### config.mk
export PLATFORM = sky130hd
export DESIGN_NAME = ifetch_prefetch_unit
export DESIGN_NICKNAME = d
export VERILOG_FILES = /design/src/rtl/ifetch_prefetch_unit.sv
export SDC_FILE = /design/constraint.sdc
export NUM_CORES = 1
export LEC_CHECK = 0
export BUFFER_PORTS_ARGS = -buffer_cell sky130_fd_sc_hd__buf_2
export CAP_MARGIN = 20
export CORE_MARGIN = 2
export CORE_UTILIZATION = 45
export DETAILED_ROUTE_END_ITERATION = 8
export GPL_TIMING_DRIVEN = 1
export PLACE_DENSITY = 0.62
export RECOVER_POWER = 100
export SYNTH_ARGS = -nofsm -noshare
export SYNTH_HDL_FRONTEND = slang
export SYNTH_SLANG_ARGS = --single-unit
### constraint.sdc
create_clock -name clk -period 3.9 [get_ports clk]
set_input_delay 0.585 -clock clk [delete_from_list [all_inputs] [get_ports clk]]
set_output_delay 0.585 -clock clk [all_outputs]
set_load 0.01 [all_outputs]
### src/rtl/ifetch_prefetch_unit.sv
// rtl/ifetch_prefetch_unit.sv - sequential PC fetch, fixed-latency return tracking and prefetch FIFO
// Optional feature macro: IFETCH_PERF_CNT_EN (fetch/stall performance counters).
module ifetch_prefetch_unit #(
  parameter logic [31:0] RESET_PC   = 32'h0000_0000,
  parameter int          MEM_LAT    = 2,
  parameter int          FIFO_DEPTH = 4
) (
  input  logic        clk,
  input  logic        rstn,
  input  logic        mem_ready,
  input  logic        fsm_stall,
  input  logic        redirect_valid,
  input  logic [31:0] redirect_pc,
  output logic        mem_en,
  output logic [31:0] mem_addr,
  input  logic [31:0] mem_rdata,
  output logic        pc_changed,
  output logic        instr_valid,
  input  logic        instr_ready,
  output logic [31:0] instr,
  output logic [31:0] instr_pc
`ifdef IFETCH_PERF_CNT_EN
  ,
  output logic [31:0] perf_fetch_cnt,
  output logic [31:0] perf_stall_cnt
`endif
);

  localparam int PTR_W   = (FIFO_DEPTH > 1) ? $clog2(FIFO_DEPTH) : 1;
  localparam int CNT_W   = PTR_W + 1;
  localparam int SUM_W   = CNT_W + 3;
  // Wider than one bit so back-to-back redirects within MEM_LAT cannot alias an old epoch.
  localparam int EPOCH_W = 3;

  typedef enum logic [1:0] {
    ST_BOOT     = 2'd0,
    ST_RUN      = 2'd1,
    ST_REDIRECT = 2'd2
  } state_e;

  state_e              state_q, state_d;
  logic [31:0]         fetch_pc_q, fetch_pc_d;
  logic [EPOCH_W-1:0]  epoch_q, epoch_d;
  logic                issue, flush, push, pop, credit;
  logic [3:0]          inflight_cnt;
  logic [SUM_W-1:0]    used_cnt;

  logic [MEM_LAT-1:0]  pipe_vld_q;
  logic [EPOCH_W-1:0]  pipe_epoch_q [MEM_LAT];
  logic [31:0]         pipe_pc_q    [MEM_LAT];

  logic [31:0]         fifo_instr_q [FIFO_DEPTH];
  logic [31:0]         fifo_pc_q    [FIFO_DEPTH];
  logic [PTR_W-1:0]    wr_ptr_q, rd_ptr_q;
  logic [CNT_W-1:0]    count_q;

  always_comb begin
    inflight_cnt = '0;
    for (int i = 0; i < MEM_LAT; i++) begin
      inflight_cnt = inflight_cnt + {3'b000, pipe_vld_q[i]};
    end
  end

  assign used_cnt = SUM_W'(count_q) + SUM_W'(inflight_cnt);
  assign credit   = used_cnt < SUM_W'(FIFO_DEPTH);

  always_comb begin
    state_d    = state_q;
    issue      = 1'b0;
    pc_changed = 1'b0;
    case (state_q)
      ST_BOOT: begin
        if (mem_ready) state_d = ST_RUN;
      end
      ST_RUN: begin
        if (redirect_valid)             state_d = ST_REDIRECT;
        else if (!fsm_stall && credit)  issue   = 1'b1;
      end
      ST_REDIRECT: begin
        pc_changed = 1'b1;
        if (!redirect_valid) state_d = ST_RUN;
      end
      default: state_d = ST_BOOT;
    endcase
  end

  assign fetch_pc_d = redirect_valid ? (redirect_pc & 32'hFFFF_FFFC)
                    : (issue ? fetch_pc_q + 32'd4 : fetch_pc_q);
  assign epoch_d    = (state_q == ST_RUN && redirect_valid) ? epoch_q + EPOCH_W'(1) : epoch_q;
  assign flush      = redirect_valid && (state_q != ST_BOOT);

  assign push        = pipe_vld_q[MEM_LAT-1] && (pipe_epoch_q[MEM_LAT-1] == epoch_q) && !flush;
  assign instr_valid = (count_q != '0);
  assign pop         = instr_valid && instr_ready && !flush;

  assign mem_en   = issue;
  assign mem_addr = fetch_pc_q;
  assign instr    = fifo_instr_q[rd_ptr_q];
  assign instr_pc = fifo_pc_q[rd_ptr_q];

  always_ff @(posedge clk or negedge rstn) begin
    if (!rstn) begin
      state_q    <= ST_BOOT;
      fetch_pc_q <= RESET_PC;
      epoch_q    <= '0;
    end else begin
      state_q    <= state_d;
      fetch_pc_q <= fetch_pc_d;
      epoch_q    <= epoch_d;
    end
  end

  always_ff @(posedge clk or negedge rstn) begin
    if (!rstn) begin
      for (int i = 0; i < MEM_LAT; i++) begin
        pipe_vld_q[i]   <= 1'b0;
        pipe_epoch_q[i] <= '0;
        pipe_pc_q[i]    <= '0;
      end
    end else begin
      pipe_vld_q[0]   <= issue;
      pipe_epoch_q[0] <= epoch_q;
      pipe_pc_q[0]    <= fetch_pc_q;
      for (int i = 1; i < MEM_LAT; i++) begin
        pipe_vld_q[i]   <= pipe_vld_q[i-1];
        pipe_epoch_q[i] <= pipe_epoch_q[i-1];
        pipe_pc_q[i]    <= pipe_pc_q[i-1];
      end
    end
  end

  always_ff @(posedge clk or negedge rstn) begin
    if (!rstn) begin
      for (int i = 0; i < FIFO_DEPTH; i++) begin
        fifo_instr_q[i] <= '0;
        fifo_pc_q[i]    <= '0;
      end
      wr_ptr_q <= '0;
      rd_ptr_q <= '0;
      count_q  <= '0;
    end else if (flush) begin
      wr_ptr_q <= '0;
      rd_ptr_q <= '0;
      count_q  <= '0;
    end else begin
      if (push) begin
        fifo_instr_q[wr_ptr_q] <= mem_rdata;
        fifo_pc_q[wr_ptr_q]    <= pipe_pc_q[MEM_LAT-1];
        wr_ptr_q               <= wr_ptr_q + PTR_W'(1);
      end
      if (pop) rd_ptr_q <= rd_ptr_q + PTR_W'(1);
      case ({push, pop})
        2'b10:   count_q <= count_q + CNT_W'(1);
        2'b01:   count_q <= count_q - CNT_W'(1);
        default: count_q <= count_q;
      endcase
    end
  end

`ifdef IFETCH_PERF_CNT_EN
  logic [31:0] perf_fetch_q, perf_stall_q;

  always_ff @(posedge clk or negedge rstn) begin
    if (!rstn) begin
      perf_fetch_q <= '0;
      perf_stall_q <= '0;
    end else begin
      perf_fetch_q <= perf_fetch_q + {31'd0, issue};
      perf_stall_q <= perf_stall_q + {31'd0, (state_q == ST_RUN) && fsm_stall};
    end
  end

  assign perf_fetch_cnt = perf_fetch_q;
  assign perf_stall_cnt = perf_stall_q;
`endif

  a_fifo_no_overflow: assert property (@(posedge clk) disable iff (!rstn)
    !(push && !pop && (count_q == CNT_W'(FIFO_DEPTH))));

endmodule

# Word-level counts from Yosys, hierarchy flattened
# Index checks and enable logic that the tools add are counted.
# W data, S select, Z words.
word_totals:
  out_inout_bits: 99
  ff_bits: 372
  inputBits: 70
  elab_cells: 87
classes:
  n_reduce_logical: 19
  bitwise_logic: 3
  n_eq_ne: 8
  order_cmp: 4
  n_mux: 26
  addsub: 8
op_table:
  columns: ["cell", "n"]
  rows:
  - ["$bwmux W128", 2]
  - ["$mux W32", 7]
  - ["$bmux W32 S2", 2]
  - ["$demux W32 S2", 1]
  - ["$add A32 B3 Y32 const B", 1]
  - ["$mux W2", 7]
  - ["$logic_and A1 B1 Y1", 8]
  - ["$reduce_bool A2 Y1", 4]
  - ["$add A3 B1 Y3 const B", 2]
  - ["$ge A3 B3 Y1 const B", 2]
  - ["$ne A2 B2 Y1 const B", 3]
  - ["$not A2 Y3", 2]
  - ["$pmux W2 S3", 1]
  - ["$pmux W3 S2", 1]
  - ["$reduce_bool A3 Y1", 2]
  - ["$add A2 B1 Y2 const B", 2]
  - ["$add A3 B2 Y4", 1]
  - ["$eq A2 B1 Y1 const B", 2]
  - ["$eq A2 B2 Y1 const B", 2]
  - ["$lt A4 B3 Y1 const B", 1]
  - ["$mux W1", 4]
  - ["$eq A3 B3 Y1", 1]
  - ["$lt A3 B1 Y1 const B", 1]
  - ["$mux W3", 1]
  - ["7 further kinds", 8]

# Logic depth before layout (Yosys ltp)
# Gate-level depths: netlist of run 1.
logic_depth:
  ltp_word: 9
  ltp_mapped: 9
  mapped_depth_nobuf: 9

# Least setup slack after synthesis of run 1
# OpenSTA, ideal clock, no wires.
synth_timing:
  path_kind: "reg-to-output"
  from: "register rd_ptr_q[0]"
  to: "output port instr[10]"
  required_ps: 3315
  n_path_buf: 2
  path_stages_with_launch: 4
  arrival_time_ps: 1564
  setup_slack_ps: 1751
  cell_sequence: "dfrtp_1 clkbuf_1 buf_2 mux4_2"
synth_via:
  elab_chain_len: 4
synth_rtl:
  columns: ["item", "line_no", "rtl"]
  rows:
  - ["start, declared", "54", "logic [PTR_W-1:0] wr_ptr_q, rd_ptr_q;"]
  - ["start signal, assigned", "151", "if (pop) rd_ptr_q <= rd_ptr_q + PTR_W'(1);"]
  - ["$not A2 Y3 (not written as such)", "98", "assign instr = fifo_instr_q[rd_ptr_q];"]
  - ["$bmux W32 S2", "98", null]
  - ["$mux W32 (not written as such) (2 in series)", "98", null]
  - ["end, declared", "20", "output logic [31:0] instr,"]
# Every way passes these cells. The select of a mux whose other input is x is not followed.

# Worst setup path after layout of run 1
layout_timing:
  from: "register rd_ptr_q[1]"
  to: "output port instr[6]"
# Same word-level chain as after synthesis.

==> results of run 1 <==
==> path summary, 6_finish.rpt <==
kind                                         start                       endpoint  slack [ps]
max                        rd_ptr_q[1]$_DFFE_PN0P_                       instr[6]         370
min                                redirect_pc[21]       mem_addr[21]$_DFFE_PN0P_         290
max reg2reg                 epoch_q[0]$_DFFE_PN0P_   fifo_instr_q[26]$_DFFE_PN0P_         580
min reg2reg                pipe_pc_q[54]$_DFF_PN0_        pipe_pc_q[22]$_DFF_PN0_         340
max in group asynchronous                     rstn      fifo_pc_q[56]$_DFFE_PN0P_         950
min in group asynchronous                     rstn  fifo_instr_q[121]$_DFFE_PN0P_         610
==> through the flow <==
stage	total power, mW	cells	setup WS, ps	utilization
CTS	10.33	1593	595.0	0.5393
finish	10.09	1593	365.8	0.5298
floorplan	5.812	947	1751	-
global placement	6.536	1525	1107	0.4995
detailed placement	6.590	1525	1135	0.4995
global route	10.65	1593	253.0	0.5298
==> report_power, final <==
group	switching, mW	leakage [nW]	total [mW]	internal (mW)
logic	0.832	2.86	1.76	0.924
registers	0.467	4.77	4.65	4.19
clock network	1.41	0.645	3.68	2.26
total	2.71	8.27	10.1	7.38
==> worst max-delay path: cells and delay by family (launching register included) <==
kind / cells / cell delay [ps]
buffers and inverters: 2 / 590
muxes: 1 / 350
DFF: 1 / 1470
==> state kept, by name, summed over array words and instances, names as in the netlist <==
signal / cells
state_q: 2
pipe_epoch_q: 6
wr_ptr_q: 2
epoch_q: 3
rd_ptr_q: 2
pipe_vld_q: 2
fifo_pc_q: 120
mem_addr: 30
pipe_pc_q: 60
count_q: 3
fifo_instr_q: 128
==> cells in the final DEF, fill, tap and decap left out, types with 5 or more instances in the layout <==
| master | synthesis | routed |
|---|---|---|
| dfrtp_1 | 358 | 357 |
| mux2_2 | 249 | 249 |
| clkbuf_1 | 14 | 107 |
| buf_2 | 9 | 70 |
| mux4_2 | 62 | 62 |
| nand2_1 | 40 | 44 |
| clkbuf_16 | 0 | 41 |
| nor2_1 | 21 | 22 |
| nand3_1 | 18 | 18 |
| o21ai_0 | 16 | 16 |
| o211ai_1 | 11 | 11 |
| xnor2_1 | 10 | 10 |
| nand4_1 | 9 | 10 |
| o311ai_0 | 10 | 10 |
| inv_1 | 8 | 8 |
| clkinv_2 | 0 | 8 |
| clkbuf_8 | 0 | 8 |
| clkbuf_2 | 0 | 8 |
| ha_1 | 7 | 7 |
| a221o_1 | 6 | 6 |
| buf_4 | 5 | 6 |
| a21oi_1 | 5 | 5 |
| and3_1 | 5 | 5 |
==> metal layers <==
metal / vias up / global-route usage / share of wire / wire [um]
li1: 3872 / - / - / -
met3: 33 / 0.03686 / 0.049 / 1528
met5: - / 0 / 0 / 0
met1: 4445 / 0.2651 / 0.47 / 14550
met2: 211 / 0.2920 / 0.47 / 14500
met4: 0 / 0.03632 / 0.013 / 413
==> logic make-up after synthesis <==
logic type	count (synthesis)	synth area share
flip-flops	358	0.5965
multiplexers	315	0.2823
AND/OR/NAND/NOR	128	0.04740
AO/OA/AOI/OAI	62	0.03066
buffers and inverters	61	0.02924
XOR/XNOR	11	0.006415
adder cells (fa/ha/maj)	8	0.007165
other	1	0.0002497
==> Yosys cell counts (2+ instances only) <==
cell,n,area [um^2]
dfrtp_1,358,8959
mux2_2,249,2804
mux4_2,62,1396
nand2_1,40,150.1
buf_6,24,270.3
nor2_1,21,78.83
nand3_1,18,90.09
o21ai_0,16,80.08
clkbuf_1,14,52.55
o211ai_1,11,82.58
o311ai_0,10,87.58
xnor2_1,10,87.58
buf_2,9,45.04
nand4_1,9,56.30
inv_1,8,30.03
ha_1,7,87.58
a221o_1,6,60.06
a21oi_1,5,25.02
and3_1,5,31.28
buf_4,5,37.54
and2_1,4,25.02
mux2i_1,4,40.04
nand2_2,4,25.02
nor3_1,3,15.01
a22oi_1,2,15.01
a31o_2,2,17.52
a31oi_1,2,12.51
a41oi_1,2,17.52
nand2b_1,2,12.51
nand4_2,2,25.02
nor2b_1,2,12.51
nor3b_1,2,15.01
nor4_1,2,12.51
nor4_4,2,42.54
or3_1,2,12.51
or4_1,2,15.01
==> area by class of cell <==
type / instances / area [um^2]
fillers: 2817 / 15380
flip-flops and latches: 358 / 8962
multi-input cells: 528 / 5593
clock buffers: 56 / 1162
repair buffers: 189 / 885.9
well taps: 442 / 553.0
clock inverters: 12 / 137.6
inverters: 8 / 30.03
==> flow_summary.toml, run 1 <==
[floorplan]
initial_core_utilization = 0.4593
floorplan_die_area_um2 = 34850
floorplan_core_area_um2 = 32700
die_width_um = 186.7
die-height_um = 186.7
core.rowCount = 66
floorplan.io_pins = 169

[critical_path]
cp_slowest_cell = "dfrtp_1"
crit_chain = "clkbuf_2 -> mux4_2 -> clkbuf_1"
critical_path.max_fanout = 29
setup.worst_path.end_class = "primary output"
critical_path_data_arrival_time_ps = 2950
criticalPathCategory = "flop to primary output"
rr_worst_depth = 6
startpoint_type = "flop"
critical_path_required_ps = 3310
worst_path_largest_cell_delay_ps = 1470

[sta]
hold_viol_final = 0
grt_setup_unrepaired = "false"
fin_crit_ps = 3534
totalNegativeSetupSlack_ps = 0
relSlewSlack = -0.3205
report.final.slew_viol_count = 168
tightest_slew_ps = 1981
fin_skew_ps = 6.443
setup_violations = 0
post-route-period-util = 0.9062
max_clock_freq_mhz = 283.0
hold-worst-slack_ps = 286.3

[placed_design]
gpl_wtd_cong = 0.7729
place_hpwl_um = 20000
io_buffer_count = 162
postPlaceCellArea_um2 = 16330

[drt]
routed_wirelength_um = 30990
post_detailed_route_count_of_antenna_violating_nets = 0
drc = 0
detail_route.first_pass.iterations = 4
route.vias.total = 8561
detail_route.vias_per_cell = 5.374
drt_iter0_markers = 381
routedWlPerCell_um = 19.46

[clock_network]
cts_hold_buf = 0
cts_tree = "yes"
clock_insertion_delay_worst_skew_ps = 510
cts_resized = 0
clk_root_buffer_cell = "clkbuf_16"
tritoncts_buffer_count = 40
cts.reportedPaths.clkPinSlew_ps = 60
number_of_buffers_inserted_by_post_cts_setup_repair = 0
cts.sinks = 358
count_of_h_tree_levels_built_during_cts = 2
clockBufferDepth = 3

[global_route]
largest_net_degree_at_the_start_of_global_routing = 83
grtUsageTotal = 0.1837
first_global_vias = 9092
grt_first_pass_wirelength_um = 51470
antenna_found_initial = 0
grt_overflow_total = 0

[power]
power_density_nw_per_um2 = 582.2
worst_supply_voltage_drop_on_vdd_mv = 0.3725
static-leakage-power_nw = 8.273

[run]
maxCapViolCount = 4

[hold_path]
type_of_the_worst_min_delay_path = "input pin to flop"
worst_hold_path.num_cells = 3

[final_layout]
antenna_cells_inserted = 0
final_layout_size_suffix_gt1_frac = 0.4092
layout-area-overhead-vs-synth_pct = 15.35
num-nets-final = 1203
fin_area_um2 = 17320

[logic_synthesis]
post_synthesis_sequential_area_ratio = 0.5965
synth.avg_cell_area_um2 = 15.91
yosysWarningCount = 0
synthDistinctLibCells = 54
synthFlopType = "dfrtp_1"
synthesis.instances = 944
ys_ff_latch = 358
synth_edf_count = 0
mappedNetlistArea_um2 = 15020
synth_async_sr_flop_share = 1.000

[outcome]
violations = "max-capacitance violations, max-slew violations"
status = "finished, violations left"
(Power assumes the default switching activity.)
==> run 2, diff against run 1 <==
--- a/config.mk
+++ b/config.mk
@@ -8,10 +8,10 @@
 export BUFFER_PORTS_ARGS = -buffer_cell sky130_fd_sc_hd__buf_2
 export CAP_MARGIN = 20
 export CORE_MARGIN = 2
-export CORE_UTILIZATION = 45
+export CORE_UTILIZATION = 26
 export DETAILED_ROUTE_END_ITERATION = 8
 export GPL_TIMING_DRIVEN = 1
-export PLACE_DENSITY = 0.62
+export PLACE_DENSITY = 0.4
 export RECOVER_POWER = 100
 export SYNTH_ARGS = -nofsm -noshare
 export SYNTH_HDL_FRONTEND = slang
==> run 2 against run 1 <==
Compared with the run above:
- the flow still finishes with violations (max-capacitance violations, max-slew violations)
- clock skew up 8.5 ps
- combinational power barely moved
- critical path depth unchanged
- global-route usage down 5.4 points
- sequential share of layout area decreased by 1.7 points
- register-to-register slack worse by 40 ps
- core utilization shrank 22 points
- largest cell class unchanged
- final cell count grew 21%
- count of clock-buffer cells in the layout is 7 higher
- sequential power hardly changed
==> flow_summary.toml, run 2 (same netlist as run 1, synthesis figures left out) <==
[outcome]
status = "finished, violations left"
violations = "max-capacitance violations, max-slew violations"

[clock_network]
cts_resized = 0
count_of_h_tree_levels_built_during_cts = 2
clockBufferDepth = 3
cts.reportedPaths.clkPinSlew_ps = 60
cts_hold_buf = 0
clock_insertion_delay_worst_skew_ps = 560
cts_tree = "yes"
cts.sinks = 358
number_of_buffers_inserted_by_post_cts_setup_repair = 0
clk_root_buffer_cell = "clkbuf_16"
tritoncts_buffer_count = 45

[sta]
report.final.slew_viol_count = 73
tightest_slew_ps = 2066
relSlewSlack = -0.3774
fin_skew_ps = 14.97
max_clock_freq_mhz = 296.6
setup_violations = 0
hold_viol_final = 0
totalNegativeSetupSlack_ps = 0
fin_crit_ps = 3372
post-route-period-util = 0.8646
grt_setup_unrepaired = "false"

[critical_path]
critical_path_required_ps = 3310
criticalPathCategory = "flop to primary output"
startpoint_type = "flop"
critical_path.max_fanout = 25
setup.worst_path.end_class = "primary output"
critical_path_data_arrival_time_ps = 2790

[final_layout]
post_layout_nonfiller_instances = 1923
final_layout_size_suffix_gt1_frac = 0.4140
ff_latch_area_um2 = 8964
reg_top3 = "fifo_instr_q: 128 flops, fifo_pc_q: 120 flops, pipe_pc_q: 60 flops"
layout-area-overhead-vs-synth_pct = 19.21
num-nets-final = 1204
layout_commonest_cell = "dfrtp_1"
final_cell_mix = "dfrtp_1 (356), mux2_2 (249), clkbuf_1 (109), buf_2 (70), mux4_2 (62)"
multi_input_area_um2 = 5602
fillerInstances = 5750
regMostFlops = "fifo_instr_q"
largest_register_ff_count = 128

[power]
static-leakage-power_nw = 8.353
worst_supply_voltage_drop_on_vdd_mv = 0.3444
p_int_mw = 7.684
switchingPower_mw = 2.943
share_comb_of_total_power = 0.167
power_density_nw_per_um2 = 593.6
share_clk_of_total_power = 0.393
pwr-share-seq = 0.441
power_switching_share = 0.2769

[hold_path]
type_of_the_worst_min_delay_path = "input pin to flop"

[global_route]
grt_overflow_total = 0
largest_net_degree_at_the_start_of_global_routing = 90
first_global_vias = 9485
antenna_found_initial = 0
grt_first_pass_wirelength_um = 59350
grtUsageTotal = 0.1294

[placed_design]
placed_cells_incl_taps = 1844
place_hpwl_um = 23290
gpl_wtd_cong = 0.7180
io_buffer_count = 162

[floorplan]
floorplan.io_pins = 169
floorplan_die_area_um2 = 59700
die-height_um = 244.3
initial_core_utilization = 0.2618
core.rowCount = 88
die_width_um = 244.3
floorplan_core_area_um2 = 57370

[drt]
routed_wirelength_um = 37430
drt_iter0_markers = 444
routedWlPerCell_um = 19.47
detail_route.first_pass.iterations = 4
route.vias.total = 8684
post_detailed_route_count_of_antenna_violating_nets = 0
detail_route.vias_per_cell = 4.516
drc = 0

[run]
maxCapViolCount = 1
[run 2: cell count changes in the layout (fill, tap and decap cells not counted), sizes merged]
cell / delta
clkinv: +1
diode: +1
bufinv: +2
clkbuf: +4
buf: -1
[run 2: layout make-up]
cell class,instances,area share
diodes,1,0.0001398
clock buffers,63,0.07065
clock inverters,15,0.01195
inverters,8,0.001677
multi-input cells,528,0.3129
flip-flops and latches,358,0.5007
well taps,765,0.05346
repair buffers,185,0.04857
[run 2: critical path: stages, from the launching register on]
cell,delay [ps]
dfrtp_4,820
clkbuf_2,620
mux4_2,610
clkbuf_1,160
[run 2: metal layers]
metal  global-route usage  vias up  wire length (um)
met3              0.02886       50              2053
li1                     -     3864                 -
met1               0.1757     4569             17010
met4              0.04017        0               786
met2               0.2057      201             17580
met5                    0        -                 0
[run 2: per-stage QoR]
stage               instance area [um^2]  setup slack [ps]  utilization  total power, mW  hold WS (ps)
global route                       17900             191.4       0.3121            11.27         214.5
global placement                   16720              1096       0.2915            6.654         332.5
CTS                                18200             463.0       0.3173            10.97         20.26
floorplan                          15030              1751            -            5.812         289.4
detailed placement                 16720              1100       0.2915            6.679         334.7
finish                             17900             528.2       0.3121            10.63         230.1
[run 2: power groups by stage]
stage | registers, mW | clock network (mW) | logic, mW
detailed placement | 4.77 | 0 | 1.91
CTS | 4.71 | 4.35 | 1.91
global placement | 4.76 | 0 | 1.89
floorplan | 4.49 | 0 | 1.32
global route | 4.78 | 4.53 | 1.95
finish | 4.68 | 4.17 | 1.77
[run 2: worst paths after layout]
check                           cells after the start  slack [ps]                 startpoint                           end
min in group asynchronous                           1         570                       rstn      mem_addr[27]$_DFFE_PN0P_
worst min-delay path                                3         230                  mem_ready        state_q[0]$_DFFE_PN0P_
worst max register to register                      6         540     epoch_q[0]$_DFFE_PN0P_      fifo_pc_q[2]$_DFFE_PN0P_
worst min register to register                      0         350  pipe_epoch_q[4]$_DFF_PN0_     pipe_epoch_q[1]$_DFF_PN0_
max in group asynchronous                           2         920                       rstn  fifo_instr_q[76]$_DFFE_PN0P_
worst max-delay path                                3         530    rd_ptr_q[0]$_DFFE_PN0P_                     instr[29]
==> run 3, diff against run 2 <==
--- a/config.mk
+++ b/config.mk
@@ -8,10 +8,10 @@
 export BUFFER_PORTS_ARGS = -buffer_cell sky130_fd_sc_hd__buf_2
 export CAP_MARGIN = 20
 export CORE_MARGIN = 2
-export CORE_UTILIZATION = 26
+export CORE_UTILIZATION = 45
 export DETAILED_ROUTE_END_ITERATION = 8
 export GPL_TIMING_DRIVEN = 1
-export PLACE_DENSITY = 0.4
+export PLACE_DENSITY = 0.62
 export RECOVER_POWER = 100
 export SYNTH_ARGS = -nofsm -noshare
 export SYNTH_HDL_FRONTEND = slang
==> constraint.sdc (replaced) <==
create_clock -name clk -period 4.2 [get_ports clk]
set_input_delay 0.63 -clock clk [delete_from_list [all_inputs] [get_ports clk]]
set_output_delay 0.63 -clock clk [all_outputs]
set_load 0.01 [all_outputs]
==> run 3 against run 2 <==
Compared with the run above:
- critical endpoint is now instr[26]
- die area shrank 42%
- critical path depth is the same
- setup slack gained 140 ps
- via count shrank 1.2%
- the flow still finishes with violations (max-capacitance violations, max-slew violations)
==> flow_summary.toml, run 3 (same netlist as run 1, synthesis figures left out) <==
[outcome]
status = "finished, violations left"
violations = "max-capacitance violations, max-slew violations"

[placed_design]
place_hpwl_um = 19070
io_buffer_count = 162
gpl_wtd_cong = 0.7689
placed_cells_incl_taps = 1512
detailedPlace.worstSlack_ps = 1213

[global_route]
largest_net_degree_at_the_start_of_global_routing = 102
grt_first_pass_wirelength_um = 50850
antenna_found_initial = 0
grt_overflow_total = 0
first_global_vias = 9190
grtUsageTotal = 0.1820

[floorplan]
die_width_um = 186.7
die-height_um = 186.7
initial_core_utilization = 0.4593
floorplan.io_pins = 169
floorplan_die_area_um2 = 34850
floorplan_core_area_um2 = 32700
core.rowCount = 66

[power]
static-leakage-power_nw = 8.308
power_density_nw_per_um2 = 544.9
worst_supply_voltage_drop_on_vdd_mv = 0.2865
totalPowerFinal_mw = 9.462

[final_layout]
layout-area-overhead-vs-synth_pct = 15.62
final_cell_mix = "dfrtp_1 (357), mux2_2 (249), clkbuf_1 (100), buf_2 (70), mux4_2 (62)"
final_layout_size_suffix_gt1_frac = 0.4132
num-nets-final = 1190
largest_register_ff_count = 128
reg_top3 = "fifo_instr_q: 128 flops, fifo_pc_q: 120 flops, pipe_pc_q: 60 flops"
layout_commonest_cell = "dfrtp_1"
regMostFlops = "fifo_instr_q"
post_layout_nonfiller_instances = 1582
antenna_cells_inserted = 0

[sta]
grt_setup_unrepaired = "false"
report.final.slew_viol_count = 155
fin_crit_ps = 3528
setup_violations = 0
max_clock_freq_mhz = 283.4
totalNegativeSetupSlack_ps = 0
tightest_slew_ps = 2610
post-route-period-util = 0.8401
fin_skew_ps = 18.69
fin_ws_ps = 671.5
relSlewSlack = -0.7399
hold_viol_final = 0

[drt]
routedWlPerCell_um = 19.34
route.vias.total = 8581
drt_iter0_markers = 402
detail_route.vias_per_cell = 5.424
post_detailed_route_count_of_antenna_violating_nets = 0
routed_wirelength_um = 30600
detail_route.first_pass.iterations = 4
drc = 0

[clock_network]
number_of_buffers_inserted_by_post_cts_setup_repair = 0
cts_resized = 0
tritoncts_buffer_count = 40
clock_insertion_delay_worst_skew_ps = 530
cts_hold_buf = 0
cts_tree = "yes"
cts.reportedPaths.clkPinSlew_ps = 60
clockBufferDepth = 3
count_of_h_tree_levels_built_during_cts = 2
cts.sinks = 358
clk_root_buffer_cell = "clkbuf_16"

[hold_path]
type_of_the_worst_min_delay_path = "input pin to flop"

[critical_path]
critical_path.max_fanout = 48
criticalPathCategory = "flop to primary output"
startpoint_type = "flop"
critical_path_required_ps = 3570
setup.worst_path.end_class = "primary output"
critical_path_data_arrival_time_ps = 2900

[run]
maxCapViolCount = 3
[run 3: changes by cell type in the layout (fill, tap and decap cells not counted), sizes merged]
cell      previous run  this run
clkbuf             170       157
diode                1         0
bufinv               5         4
clkinvlp             1         0
buf                 78        77
clkinv               9         6
inv                  8        10
[run 3: worst paths after layout]
check                      slack [ps]                 startpoint                            end  cells past startpoint
max in group asynchronous        1220                       rstn     fifo_pc_q[103]$_DFFE_PN0P_                      2
max                               670    rd_ptr_q[1]$_DFFE_PN0P_                      instr[26]                      3
max reg2reg                       780     epoch_q[0]$_DFFE_PN0P_   fifo_instr_q[28]$_DFFE_PN0P_                      6
min                               310            redirect_pc[21]       mem_addr[21]$_DFFE_PN0P_                      3
min in group asynchronous         930                       rstn  fifo_instr_q[121]$_DFFE_PN0P_                      1
min reg2reg                       350  pipe_epoch_q[3]$_DFF_PN0_      pipe_epoch_q[0]$_DFF_PN0_                      0
[run 3: through the flow]
stage	area (um^2)	hold slack (ps)	util
final	17360	314.5	0.5310
after global routing	17360	298.5	0.5310
after CTS	17590	187.3	0.5378
after detailed placement	16220	334.7	0.4961
after global placement	16220	332.5	0.4961
after floorplan	15030	331.2	-
[run 3: worst max-delay path: stages (launching register included)]
cell and delay (ps):
dfrtp_1 900, clkbuf_4 840, mux4_2 450, clkbuf_1 150
[run 3: where the power goes]
group / leakage [nW] / switching [mW] / internal, mW
sequential: 4.77 / 0.406 / 3.89
combinational: 2.86 / 0.778 / 0.831
clock: 0.675 / 1.35 / 2.21
[run 3: layout make-up]
type                       instances  area, um^2
inverter                           8       30.03
multi-input combinational        528        5623
fill                            2852       15340
tap                              442       553.0
clock buffer                      58        1190
timing repair buffer             176       834.6
clock inverter                    12       171.4
sequential                       358        8962
[run 3: routing by layer]
layer | up-vias | track usage | routed length [um]
li1 | 3850 | - | -
met3 | 44 | 0.03780 | 1615
met1 | 4461 | 0.2557 | 14150
met2 | 226 | 0.2914 | 14250
met4 | 0 | 0.04670 | 572
met5 | - | 0 | 0
